`config.mk`:
```
export PLATFORM = sky130hd
export DESIGN_NAME = ssd_count_gen
export DESIGN_NICKNAME = d
export VERILOG_FILES = /design/src/rtl/ssd_pkg.sv /design/src/rtl/ssd_key_debounce.sv /design/src/rtl/ssd_count_gen.sv
export SDC_FILE = /design/constraint.sdc
export NUM_CORES = 1
export LEC_CHECK = 0
export BUFFER_PORTS_ARGS = -buffer_cell sky130_fd_sc_hd__buf_2
export CAP_MARGIN = 40
export CORE_MARGIN = 8
export CORE_UTILIZATION = 60
export DETAILED_ROUTE_END_ITERATION = 6
export PLACE_DENSITY = 0.78
export RECOVER_POWER = 50
export SLEW_MARGIN = 20
export SYNTH_ARGS = -nofsm -noshare
export SYNTH_HDL_FRONTEND = slang
export SYNTH_SLANG_ARGS = --single-unit
```
`constraint.sdc`:
```
create_clock -name clk -period 4.5 [get_ports clk]
set_clock_uncertainty 0.1 [all_clocks]
set_input_delay 0.675 -clock clk [delete_from_list [all_inputs] [get_ports clk]]
set_output_delay 0.675 -clock clk [all_outputs]
set_load 0.005 [all_outputs]
```
`src/rtl/ssd_pkg.sv`:
```
// Shared widths, default code range and key-event encoding for the count generator.
// Latency: n/a (declarations only).
// Backpressure: n/a.
package ssd_pkg;

  localparam int CODE_W       = 4;
  localparam int MAX_CODE_DEF = 10;

  // One decoded key action per cycle, after priority resolution
  typedef enum logic [1:0] {
    EV_NONE = 2'd0,
    EV_UP   = 2'd1,
    EV_DN   = 2'd2,
    EV_CLR  = 2'd3
  } key_ev_t;

endpackage

```
`src/rtl/ssd_key_debounce.sv`:
```
// One push-button: 2-flop synchronizer, debounce counter, press-edge detector.
// Latency: press_o pulses DEBOUNCE_CYCLES+2 edges after the first edge that samples a stable new level.
// Backpressure: none; the pulse is one cycle wide and is not held.
module ssd_key_debounce #(
  parameter int DEBOUNCE_CYCLES = 500000
) (
  input  logic clk,
  input  logic rst_n,
  input  logic key_n_i,
  output logic press_o
);

  localparam int CW = $clog2(DEBOUNCE_CYCLES + 1);
  localparam logic [CW-1:0] CNT_MAX = CW'(DEBOUNCE_CYCLES);

  logic          sync1_q, sync2_q;
  logic          level_q, level_d;
  logic [CW-1:0] cnt_q, cnt_d;
  logic          press_q, press_d;

  // Synchronizer: the raw pin only ever reaches sync1_q
  always_ff @(posedge clk or negedge rst_n) begin
    if (!rst_n) begin
      sync1_q <= 1'b1;
      sync2_q <= 1'b1;
    end else begin
      sync1_q <= key_n_i;
      sync2_q <= sync1_q;
    end
  end

  // Count consecutive cycles the synchronized key disagrees with the debounced level;
  // any agreement restarts the window. A full window flips the level.
  always_comb begin
    level_d = level_q;
    cnt_d   = cnt_q;
    if (sync2_q == level_q) begin
      cnt_d = '0;
    end else if (cnt_q == CNT_MAX) begin
      level_d = sync2_q;
      cnt_d   = '0;
    end else begin
      cnt_d = cnt_q + CW'(1);
    end
    // Only released->pressed transitions are events; a held key gives one pulse
    press_d = level_q & ~level_d;
  end

  // Debounce state and registered press pulse
  always_ff @(posedge clk or negedge rst_n) begin
    if (!rst_n) begin
      level_q <= 1'b1;
      cnt_q   <= '0;
      press_q <= 1'b0;
    end else begin
      level_q <= level_d;
      cnt_q   <= cnt_d;
      press_q <= press_d;
    end
  end

  assign press_o = press_q;

endmodule

```
`src/rtl/ssd_count_gen.sv`:
```
// Debounced up/down/clear counter producing a 0..MAX_CODE code for a 7-segment decoder.
// Latency: count/upd/wrap change DEBOUNCE_CYCLES+3 edges after a stable raw press is first sampled.
// Backpressure: none; events while en=0 are dropped, never queued.
module ssd_count_gen
  import ssd_pkg::*;
#(
  parameter int DEBOUNCE_CYCLES = 500000,
  parameter int MAX_CODE        = MAX_CODE_DEF
) (
  input  logic              clk,
  input  logic              rst_n,
  input  logic              key_up_n,
  input  logic              key_dn_n,
  input  logic              key_clr_n,
  input  logic              en,
  output logic [CODE_W-1:0] count,
  output logic              upd,
  output logic              wrap
);

  localparam logic [CODE_W-1:0] MAX_C = CODE_W'(MAX_CODE);

  logic              up_p, dn_p, clr_p;
  key_ev_t           ev;
  logic [CODE_W-1:0] count_q, count_d;
  logic              upd_q, upd_d;
  logic              wrap_q, wrap_d;

  ssd_key_debounce #(.DEBOUNCE_CYCLES(DEBOUNCE_CYCLES)) u_db_up (
    .clk(clk), .rst_n(rst_n), .key_n_i(key_up_n), .press_o(up_p)
  );
  ssd_key_debounce #(.DEBOUNCE_CYCLES(DEBOUNCE_CYCLES)) u_db_dn (
    .clk(clk), .rst_n(rst_n), .key_n_i(key_dn_n), .press_o(dn_p)
  );
  ssd_key_debounce #(.DEBOUNCE_CYCLES(DEBOUNCE_CYCLES)) u_db_clr (
    .clk(clk), .rst_n(rst_n), .key_n_i(key_clr_n), .press_o(clr_p)
  );

  // Resolve simultaneous presses: clear wins, up+dn cancel, then up, then dn
  always_comb begin
    ev = EV_NONE;
    if (clr_p)             ev = EV_CLR;
    else if (up_p && !dn_p) ev = EV_UP;
    else if (dn_p && !up_p) ev = EV_DN;
    if (!en) ev = EV_NONE;
  end

  // Next count with explicit end-of-range compares so the code never leaves 0..MAX_CODE
  always_comb begin
    count_d = count_q;
    upd_d   = 1'b0;
    wrap_d  = 1'b0;
    unique case (ev)
      EV_CLR: begin
        count_d = '0;
        upd_d   = 1'b1;
      end
      EV_UP: begin
        upd_d = 1'b1;
        if (count_q >= MAX_C) begin
          count_d = '0;
          wrap_d  = 1'b1;
        end else begin
          count_d = count_q + CODE_W'(1);
        end
      end
      EV_DN: begin
        upd_d = 1'b1;
        if (count_q == '0) begin
          count_d = MAX_C;
          wrap_d  = 1'b1;
        end else begin
          count_d = count_q - CODE_W'(1);
        end
      end
      default: begin
        count_d = count_q;
      end
    endcase
  end

  // Registered outputs
  always_ff @(posedge clk or negedge rst_n) begin
    if (!rst_n) begin
      count_q <= '0;
      upd_q   <= 1'b0;
      wrap_q  <= 1'b0;
    end else begin
      count_q <= count_d;
      upd_q   <= upd_d;
      wrap_q  <= wrap_d;
    end
  end

  assign count = count_q;
  assign upd   = upd_q;
  assign wrap  = wrap_q;

endmodule

```
# After elaboration in Yosys (flattened, before gate mapping)
# Cells that the tools add are included.
[totals]
regBits = 75
latchBits = 0
ramBits = 0
mem_bits_ro = 0
inputBits = 6
wordCells = 69
n_memories = 0
[op_classes]
n_addsub = 5
mul = 0
div = 0
n_lt_le_gt_ge = 1
n_eq_ne = 9
shift = 0
mux = 23
n_bitwise = 6
reduce_logical = 7
[op_table]
columns = ["cell", "count"]
rows = [
  ["$mux W19", 6],
  ["$add A19 B1 Y19 const B", 3],
  ["$eq A19 B19 Y1 const B", 3],
  ["$pmux W4 S3", 1],
  ["$mux W1", 9],
  ["$mux W2", 4],
  ["$mux W4", 2],
  ["$add A4 B1 Y4 const B", 1],
  ["$eq A2 B2 Y1 const B", 2],
  ["$ge A4 B4 Y1 const B", 1],
  ["$logic_not A4 Y1", 1],
  ["$sub A4 B1 Y4 const B", 1],
  ["$and A1 B1 Y1", 3],
  ["$eq A1 B1 Y1", 3],
  ["$not A1 Y1", 3],
  ["$reduce_bool A3 Y1", 1],
  ["$reduce_or A3 Y1", 1],
  ["$eq A2 B1 Y1 const B", 1],
  ["$logic_and A1 B1 Y1", 2],
  ["$logic_not A1 Y1", 2],
  ["$pmux W1 S2", 1],
]

# Longest topological paths before layout
[logic_depth]
depth_word = 9
mapped_depth = 7
mapped_depth_nobuf = 7

# By module
# A second synthesis with hierarchy kept.
[unflattened]
cells_unflattened = 377
hier_area_um2 = 3937.5
[by_module_without_submodules]
columns = ["module", "instances", "cells_each", "area_per_inst_um2"]
rows = [
  ["ssd_key_debounce", 3, 108, 1147.4],
  ["ssd_count_gen", 1, 53, 495.5],
]

# Least setup slack after synthesis
# OpenSTA, ideal clock, no wires.
[synth_timing]
kind = "reg2reg"
start = "register u_db_dn.cnt_q[6]"
end = "register u_db_dn.level_q"
arrival_ns = 1.832
setup_slack_ns = 2.486
path_stages_with_launch = 5
synth_period_minus_slack_ns = 2.014
path_cell_list = "dfrtp_1 -> or4b_1 -> or4_4 -> nor2_1 -> mux2_2"
[synth_between]
elab_chain_len = 3
[synth_lines]
columns = ["element", "line_no", "text"]
rows = [
  ["start, declared", "ssd_key_debounce.sv:18", "logic [CW-1:0] cnt_q, cnt_d;"],
  ["start signal, assigned", "ssd_key_debounce.sv:57", "cnt_q <= cnt_d;"],
  ["$eq A19 B19 Y1", "ssd_key_debounce.sv:39", "end else if (cnt_q == CNT_MAX) begin"],
  ["$mux W1", "ssd_key_debounce.sv:39", ""],
  ["$mux W1", "ssd_key_debounce.sv:37", "if (sync2_q == level_q) begin"],
  ["named net u_db_dn.level_d", "ssd_key_debounce.sv:17", "logic level_q, level_d;"],
  ["end signal, assigned", "ssd_key_debounce.sv:56", "level_q <= level_d;"],
  ["end, declared", "ssd_key_debounce.sv:17", ""],
]
# The timed path passes the listed nets, and every way through them passes these cells.
# A chain may end at the register's enable or synchronous reset.

# Final worst setup path
[layout_timing]
start = "register u_db_clr.cnt_q[6]"
end = "register u_db_clr.cnt_q[18]"
[layout_between]
elab_chain_len = 3
elab_cells_between_ends = 4
cone_classes = "add/sub: 1; eq/ne: 1; mux: 2"
[layout_lines]
columns = ["element", "line_no"]
rows = [
  ["start, declared", "ssd_key_debounce.sv:18"],
  ["start signal, assigned", "ssd_key_debounce.sv:57"],
  ["$add A19 B1 Y19 / $eq A19 B19 Y1 (equally long branches)", "ssd_key_debounce.sv:43, ssd_key_debounce.sv:39"],
  ["$mux W19 (*)", "ssd_key_debounce.sv:39"],
  ["$mux W19 (*)", "ssd_key_debounce.sv:37"],
  ["named net u_db_clr.cnt_d[18]", "ssd_key_debounce.sv:18"],
]
# The timed path passes the listed nets; every way through them passes the cells marked *.

==> results by group <==
Outcome
  • Outcome: finished, final reports clean

STA
  • Final hold viol count: 0
  • Final setup viols: 0
  • Worst setup margin: between 2 and 2.5 ns
  • Slew margin rel.: between 10% and 20%
  • Slew at the pin with the worst max-slew slack: about 1.3 ns
  • Post-layout minimum cycle time: ~2.2 ns
  • RSZ-0062 raised after global routing: no
  • Tcrit/Tclk final: 49.1%
  • WHS: around 0.25 ns
  • Final Max Slew Viols: 0
  • Final setup TNS: 0 ns
  • Peak Freq: 453 MHz

Final layout
  • # diodes: 0
  • Growth of design area from synthesis to finish: 9.42%
  • Area of the multi-input gates: between 1500 and 2000 sq um
  • Core Util, Final: about 66%
  • Most common cell after layout, fill and taps aside: dfrtp_1
  • Most frequent cells in the layout: dfrtp_1 (66), nor2_1 (61), xnor2_1 (39), inv_1 (27), nand3_1 (23)
  • Share of layout cells above drive strength 1: between 10 and 15%
  • Layout fillers: between 500 and 600
  • Finished layout cell area: 4140 sq um
  • Nets: 421
  • Register area: approximately 1900 sq um
  • Finished Layout Cells: 485

Global routing
  • First-pass GRT wire length: ~12000 um
  • GR Layer Usage met2: between 20% and 30%
  • Tot GR Track Use: 16.7%
  • GR peak layer: met2
  • Total grt overflow: 0
  • Largest net degree at the start of global routing: 56
  • Initial antenna violation count: 0
  • Met1 Use GR: a little over a fifth
  • Vias in the first global route: roughly 2.7k
  • Routing usage on met3: 4.25%

Power and ir drop
  • P_leak: approximately 1.6 nW
  • Overall Power: roughly 1.2 mW
  • Internal: 0.956 mW
  • Psw: around 0.28 mW
  • Pwr dens: around 300 nW/um^2
  • Switching Share: 22.5%
  • VDD IR max: ~0.23 mV
  • Power share of the combinational group: under 10%
  • Clk pwr share: 40.0%
  • Sequential share of power: ~56%

Min path
  • WHS Path Cells: 0
  • Hold_sp: u_db_clr.sync1_q
  • HP Class: flop to flop

Worst setup path
  • WP data required: roughly 4.6 ns
  • RR Endpoint: u_db_clr.cnt_q[18]
  • CP Launch Type: flop
  • Worst setup startpoint: u_db_clr.cnt_q[6]
  • CP endpoint kind: flop
  • Max FO, Critical Path: 13
  • Worst setup path endpoint: u_db_clr.cnt_q[18]
  • R2R cell count: 5
  • Reg2Reg Launch Point: u_db_clr.cnt_q[6]
  • Crit path DAT: between 2 and 2.5 ns
  • R2R setup slack: around 2.3 ns
  • Setup CP Type: flop to flop

Yosys
  • Yosys warns: 0
  • Yosys reg bits: 75
  • Post-Synthesis Cells: roughly 380
  • Seq/Total Area, Yosys: between 40% and 50%
  • Syn_area_per_cell: 9.91 sq um
  • Post-synth top area share: between 40% and 50%
  • Synth unique cells: 48
  • Cell area after synthesis: 3790 sq um
  • Ranking of synthesized cells by area: dfrtp_1 (44%), xnor2_1 (9.0%), dfstp_2 (6.2%), nor2_1 (6.0%), ha_1 (4.0%)
  • Syn nets: 400
  • Most area-hungry cell type in the Yosys netlist: dfrtp_1

Floorplan
  • Core area: 6240 sq um
  • Die Y: around 95 um
  • Num ports: 12
  • Initial Utilization: between 60% and 70%
  • Die Area: ~9100 sq um
  • Std cell rows: 29
  • Die width: 95.5 um

Drt
  • Post-Route WL: between 6000 and 7000 um
  • Via count: ~2.8k
  • Average wire per standard cell: about 14 um
  • DR DRC count: 0
  • First-pass DRT Iterations: 4
  • Final antenna-violating net count: 0
  • Initial DRC Count: about 130
  • Vias/cell: roughly 5.8

Clock network
  • Hold_buf cts: 0
  • H-tree levels: 3
  • Total CTS buffers: 9
  • Post_cts resized: 0
  • Setup repair bufs after CTS: 0
  • Clk slew on worst S/H paths: around 0.08 ns
  • CTS tree: built
  • Sink Count: 75
  • Skew-Pair Late Insertion Delay: 0.34 ns
  • Max clock buf depth: 2
  • Root buffer cell: clkbuf_8

Placed design
  • Pre-CTS setup slack: between 2 and 2.5 ns
  • Dpl cell area: slightly below 4000 sq um
  • Placer Congestion: 0.839
  • Port buffer count: 11
  • Placed cells: around 470
  • Dpl hpwl: 4720 um

Flow run
  • Max Cap Viol: 0
-- critical path: stages, from the launching register on --
cell	delay [ns]
dfrtp_1	0.43
nor4b_1	0.50
nand3_1	0.21
o31ai_2	0.48
buf_4	0.29
a21oi_1	0.07
-- sequential cells by signal (all words and copies together) (netlist names) --
signal and count:
u_db_clr.sync2_q 1, count 4, u_db_up.cnt_q 19, u_db_up.sync1_q 1, upd 1, u_db_dn.press_o 1
u_db_up.level_q 1, u_db_dn.sync1_q 1, u_db_clr.sync1_q 1, u_db_clr.press_o 1, u_db_up.sync2_q 1, u_db_dn.level_q 1
u_db_dn.cnt_q 19, u_db_clr.level_q 1, u_db_dn.sync2_q 1, wrap 1, u_db_up.press_o 1, u_db_clr.cnt_q 19
-- routing by layer --
metal	vias to the layer above	share of wire, %
li1	1374	-
met1	1364	46
met2	57	48
met3	9	4.3
met4	0	1.6
met5	-	0
-- cell families (layout without fill, tap and decap cells) --
| kind of cell | Yosys count | count (layout) | synth area share (%) |
|---|---|---|---|
| compound gates | 33 | 33 | 5.72 |
| flops | 75 | 75 | 49.9 |
| fa+ha+maj | 12 | 12 | 3.96 |
| simple gates | 179 | 179 | 24.7 |
| xor+xnor | 46 | 46 | 10.6 |
| buf+inv | 31 | 57 | 3.40 |
| mux | 6 | 6 | 1.68 |
-- Yosys cell counts, drive strengths merged --
cell / number
dfstp: 9
nand2b: 3
xnor2: 39
o21ai: 11
or2: 2
and2: 1
o21bai: 1
o311ai: 1
nor2: 61
nand4: 15
o211ai: 2
mux2i: 3
a21boi: 1
nor2b: 3
ha: 12
buf: 3
and3: 2
mux2: 3
nand3b: 2
a31o: 1
and3b: 1
a21oi: 8
nor4bb: 2
nor3: 13
o31ai: 4
xor2: 7
o22ai: 1
clkbuf: 1
o41ai: 1
nor4: 18
a31oi: 2
dfrtp: 66
nand2: 15
nand3: 24
inv: 27
or4: 4
or3: 3
or4b: 2
nor4b: 8
-- worst min path at each step --
stage / endpoint
global route: u_db_clr.sync2_q
floorplan: u_db_clr.sync2_q
finish: u_db_clr.sync2_q
global placement: u_db_dn.sync2_q
CTS: u_db_clr.cnt_q[4]
detailed placement: u_db_clr.sync2_q
-- power by group through the flow --
stage                     clock (mW)  combinational [mW]  sequential, mW
after global placement             0              0.0413           0.707
after CTS                      0.509              0.0468           0.695
after detailed placement           0              0.0465           0.708
after floorplan                    0              0.0228           0.706
final                          0.493              0.0452           0.695
after global routing           0.541              0.0523           0.697
-- area by class of cell --
type                            instances  share of cell area, %
Timing Repair Buffer                   14                   2.42
Inverter                               27                   2.45
Tap cell                               77                   2.32
Clock inverter                          5                   1.36
Multi-Input combinational cell        276                   42.7
Sequential cell                        75                   45.6
Clock buffer                           11                   3.17
Note: power is estimated with default switching activity, not from simulation.
